<file path="src/rtl/mem_store_buffer.sv">
// ============================================================================
// Module   : mem_store_buffer
// Purpose  : Serialises byte/half/word stores into little-endian byte writes.
// Revision : 1.0
// ============================================================================
`default_nettype none

module mem_store_buffer #(
  parameter int ADDR_W = 17,
  parameter int DATA_W = 32
) (
  input  logic              clk,
  input  logic              rst,
  input  logic              st_valid,
  output logic              st_ready,
  input  logic [ADDR_W-1:0] st_addr,
  input  logic [DATA_W-1:0] st_data,
  input  logic [1:0]        st_size,
  output logic [ADDR_W-1:0] write_addr,
  output logic [7:0]        write_data,
  output logic              mem_wr,
  output logic              busy,
  output logic              st_done
);

  typedef enum logic [0:0] {
    IDLE  = 1'b0,
    WRITE = 1'b1
  } state_t;

  localparam logic [ADDR_W-1:0] ADDR_ONE = {{(ADDR_W-1){1'b0}}, 1'b1};
  localparam logic [1:0]        SIZE_ILLEGAL = 2'b11;

  state_t              state, state_n;
  logic [1:0]          cnt, cnt_n;
  logic [1:0]          last, last_n;
  logic [DATA_W-1:0]   data_q, data_q_n;
  logic [ADDR_W-1:0]   write_addr_n;
  logic [7:0]          write_data_n;
  logic                mem_wr_n, busy_n, st_done_n;
  logic                accept;
  logic [1:0]          cnt_inc;
  logic [1:0]          size_last;

  assign st_ready = rst && ((state == IDLE) || (cnt == last));
  assign accept   = st_valid && st_ready;
  assign cnt_inc  = cnt + 2'd1;

  always_comb begin
    size_last = 2'd0;
    case (st_size)
      2'b01:   size_last = 2'd1;
      2'b10:   size_last = 2'd3;
      default: size_last = 2'd0;
    endcase
  end

  // Outputs are registered, so the next-state logic computes the byte that
  // will be on the RAM port during the following cycle.
  always_comb begin
    state_n      = state;
    cnt_n        = cnt;
    last_n       = last;
    data_q_n     = data_q;
    write_addr_n = '0;
    write_data_n = 8'h00;
    mem_wr_n     = 1'b1;
    busy_n       = 1'b0;
    st_done_n    = 1'b0;

    if ((state == WRITE) && (cnt != last)) begin
      cnt_n        = cnt_inc;
      write_addr_n = write_addr + ADDR_ONE;
      write_data_n = data_q[{cnt_inc, 3'b000} +: 8];
      mem_wr_n     = 1'b0;
      busy_n       = 1'b1;
      st_done_n    = (cnt_inc == last);
    end else if (accept) begin
      data_q_n = st_data;
      cnt_n    = 2'd0;
      if (st_size == SIZE_ILLEGAL) begin
        state_n   = IDLE;
        last_n    = 2'd0;
        st_done_n = 1'b1;
      end else begin
        state_n      = WRITE;
        last_n       = size_last;
        write_addr_n = st_addr;
        write_data_n = st_data[7:0];
        mem_wr_n     = 1'b0;
        busy_n       = 1'b1;
        st_done_n    = (size_last == 2'd0);
      end
    end else begin
      state_n = IDLE;
      cnt_n   = 2'd0;
    end
  end

  always_ff @(posedge clk or negedge rst) begin
    if (!rst) begin
      state      <= IDLE;
      cnt        <= 2'd0;
      last       <= 2'd0;
      data_q     <= '0;
      write_addr <= '0;
      write_data <= 8'h00;
      mem_wr     <= 1'b1;
      busy       <= 1'b0;
      st_done    <= 1'b0;
    end else begin
      state      <= state_n;
      cnt        <= cnt_n;
      last       <= last_n;
      data_q     <= data_q_n;
      write_addr <= write_addr_n;
      write_data <= write_data_n;
      mem_wr     <= mem_wr_n;
      busy       <= busy_n;
      st_done    <= st_done_n;
    end
  end

endmodule

`default_nettype wire

</file>
<file path="config.mk">
export PLATFORM = sky130hd
export DESIGN_NAME = mem_store_buffer
export DESIGN_NICKNAME = d
export VERILOG_FILES = /design/src/rtl/mem_store_buffer.sv
export SDC_FILE = /design/constraint.sdc
export NUM_CORES = 1
export LEC_CHECK = 0
export BUFFER_PORTS_ARGS = -buffer_cell sky130_fd_sc_hd__buf_2
export CAP_MARGIN = 20
export CELL_PAD_IN_SITES_DETAIL_PLACEMENT = 0
export CELL_PAD_IN_SITES_GLOBAL_PLACEMENT = 1
export CORE_UTILIZATION = 30
export DETAILED_ROUTE_END_ITERATION = 12
export HOLD_SLACK_MARGIN = 0.06
export PLACE_DENSITY_LB_ADDON = 0.1
export SYNTH_ARGS = -nofsm -noshare
export SYNTH_HDL_FRONTEND = slang
export SYNTH_SLANG_ARGS = --single-unit
export TNS_END_PERCENT = 1
</file>
<file path="constraint.sdc">
create_clock -name clk -period 2.32 [get_ports clk]
set_input_delay 0 -clock clk [delete_from_list [all_inputs] [get_ports clk]]
set_output_delay 0 -clock clk [all_outputs]
set_load 0.05 [all_outputs]
</file>
==> results.json <==
{
  "core-area_um2": 10280,
  "power.density_nw_per_um2": 1093,
  "grt_pass1_vias": 2372,
  "dp_hpwl_um": 5021,
  "critical_path.startpoint": "cnt[1]$_DFF_PN0_",
  "rows": 37,
  "overflow": 0,
  "worst_pin_slew_ns": 0.8417,
  "leakage_nw": 2.099,
  "syn2layout_area_growth_pct": 40.84,
  "slew_violations": 0,
  "firstDrtPassIters": 4,
  "clk_path_buf_depth": 2,
  "synth_cell_types": 36,
  "min_period_ns": 1.909,
  "rr_endpoint": "data_q[6]$_DFFE_PN0P_",
  "ys_warn_count": 0,
  "synthesis.nets": 300,
  "grt_max_degree": 67,
  "drive_gt1_share_pct": 38.30,
  "syn_area_um2": 3174,
  "min_path_cells": 4,
  "numCtsBuffers": 9,
  "synth_top_cell_area_share_pct": 50.45,
  "clkTransAtPathRegs_ns": 0.07,
  "die_h_um": 104.9,
  "power_frac_clock_pct": 19.6,
  "fill_cells": 1020,
  "grt_usage_pct": 14.61,
  "cp.arrival_ns": 2.13,
  "pwr-share-seq_pct": 37.9,
  "hp-start": "st_size[0]",
  "vdd_drop_max_mv": 0.3796,
  "path_max_fanout": 15,
  "wl_per_cell_um": 14.48,
  "die_area_um2": 11000,
  "ctsRootBufferMaster": "clkbuf_8",
  "tns_ns": 0,
  "start_util_pct": 30.89,
  "p_sw_w": 0.001886,
  "holdPathEnd": "last[0]$_DFFE_PN0P_",
  "drtIter0Drc": 118,
  "rsz0062_at_grt": "false",
  "outcome": "finished clean",
  "cts_htree_levels": 3,
  "yosysTopAreaCell": "dfrtp_1",
  "p_int_w": 0.003002,
  "skew_ns": 0.01389,
  "io_buffer_count": 82,
  "regToRegSetupSlack_ns": 0.41,
  "endpoint_kind": "flop",
  "r2r_cells": 5,
  "via_count": 2379,
  "slew-limit-headroom_pct": 43.89,
  "finalCoreUtilization_pct": 43.50,
  "fin_nets": 442,
  "synth_area_leaders": "dfrtp_1, mux2_4, nand3_1",
  "grt_pass1_wl_um": 12290,
  "boundaryPins": 83,
  "synth_cells": 243,
  "swShare_pct": 38.59,
  "routed_wl_um": 7602,
  "place_congestion": 0.6825,
  "crit_type": "reg -> reg",
  "dieWidth_um": 104.9,
  "final_cell_mix": "buf_2, dfrtp_1, dlygate4sd3_1",
  "synth-seq-cells": 65,
  "hold_class": "in -> reg",
  "cts_resized": 0,
  "detail-route-antenna-nets": 0,
  "fmax_mhz": 523.9,
  "cap_violations": 0,
  "avgSynthCellArea_um2": 13.06,
  "setup-violations-final": 0,
  "insertion_delay_ns": 0.34,
  "p_comb_share_pct": 42.5,
  "antenna_found_initial": 0,
  "cts_sinks": 65,
  "finalHoldViolCount": 0,
  "layout_commonest_cell": "buf_2",
  "reg2reg_from": "cnt[1]$_DFF_PN0_",
  "diodes": 0,
  "viasPerCell": 4.531,
  "drc_errors": 0,
  "required_ns": 2.54,
  "ys_seq_area_share_pct": 51.28,
  "cts_tree": "yes",
  "cp-start-kind": "flop",
  "fin_crit_sh_pct": 82.28
}
==> worst max-delay path, stage by stage (launching register included) <==
cell and delay, ns:
dfrtp_1 0.41, xor2_2 0.22, o21a_4 0.26, nor2_8 0.32, buf_4 0.27, mux2_4 0.31
==> routing by layer <==
metal	global-route usage (%)	vias up	part of all wire (%)
met2	24.74	61	50
met1	18.45	1146	46
met4	6.036	0	1.3
met5	0	-	0
li1	-	1162	-
met3	2.495	10	3.4
==> state kept, by name, indices dropped and copies added, names as in the netlist <==
signal,cells
write_addr,17
last,2
state,1
busy,1
mem_wr,1
write_data,8
data_q,32
st_done,1
cnt,2
==> metrics by stage <==
| step | worst slack, ns | power (W) | area (um^2) | hold slack, ns | instances |
|---|---|---|---|---|---|
| floorplan | 0.4887 | 0.003377 | 3174 | -0.2956 | 243 |
| detailed placement | 0.3887 | 0.003921 | 3766 | 0.2310 | 459 |
| finish | 0.4111 | 0.004888 | 4471 | 0.1015 | 525 |
| global route | 0.3352 | 0.005189 | 4471 | 0.1322 | 525 |
| CTS | 0.3871 | 0.004976 | 4471 | 0.08978 | 525 |
| global placement | 0.4155 | 0.003899 | 3766 | 0.2269 | 459 |
==> how the worst max path moves through the flow <==
stage	endpoint	slack (ns)	depth (start not counted)
after floorplan	write_addr[14]$_DFF_PN0_	0.49	4
after global placement	data_q[15]$_DFFE_PN0P_	0.42	5
after detailed placement	data_q[6]$_DFFE_PN0P_	0.39	5
after CTS	data_q[6]$_DFFE_PN0P_	0.39	5
after global routing	st_ready	0.34	5
final	data_q[6]$_DFFE_PN0P_	0.41	5
==> power by group through the flow <==
| stage | logic, W | clock network (W) | registers (W) |
|---|---|---|---|
| floorplan | 0.00107 | 0 | 0.00231 |
| global placement | 0.00203 | 0 | 0.00187 |
| detailed placement | 0.00204 | 0 | 0.00188 |
| CTS | 0.00211 | 0.00100 | 0.00186 |
| global route | 0.00223 | 0.00104 | 0.00191 |
| finish | 0.00208 | 0.000959 | 0.00185 |
==> synthesized netlist by cell type, drive strengths merged <==
| master | n |
|---|---|
| a21oi | 1 |
| a22o | 1 |
| a31oi | 1 |
| and2 | 1 |
| and3 | 1 |
| and4 | 3 |
| buf | 7 |
| clkbuf | 5 |
| dfrtp | 64 |
| dfstp | 1 |
| ha | 3 |
| inv | 3 |
| mux2 | 33 |
| mux2i | 1 |
| mux4 | 8 |
| nand2 | 21 |
| nand2b | 2 |
| nand3 | 32 |
| nand4 | 6 |
| nor2 | 6 |
| nor3 | 3 |
| nor4 | 2 |
| o21a | 1 |
| o21ai | 17 |
| o31ai | 2 |
| or4 | 1 |
| xnor2 | 8 |
| xor2 | 9 |
==> area by class of cell <==
| type | count | area [um^2] | area share [%] |
|---|---|---|---|
| sequential | 65 | 1628 | 36.41 |
| multi-input combinational | 163 | 1444 | 32.30 |
| timing repair buffer | 143 | 1023 | 22.89 |
| tap | 136 | 170.2 | 3.806 |
| clock buffer | 10 | 137.6 | 3.079 |
| clock inverter | 5 | 56.30 | 1.259 |
| inverter | 3 | 11.26 | 0.2519 |
==> repair_timing <==
item | 4_1_cts | 5_1_grt
buffers inserted | 0 | 0
hold buffers | 51 | 0
hold endpoints to repair | 122 | 0
==> kinds of logic (layout without fill, tap and decap cells) <==
group	Yosys count	in the layout	synth area share, %
AOI/OAI and AO/OA	23	23	4.257
xor gates and xnor gates	17	17	4.927
adders and majority gates	3	3	1.183
buffers and inverters	15	161	3.666
DFF	65	65	51.28
muxes	42	42	21.84
and+or+nand+nor	78	78	12.85
(Power assumes the default switching activity.)
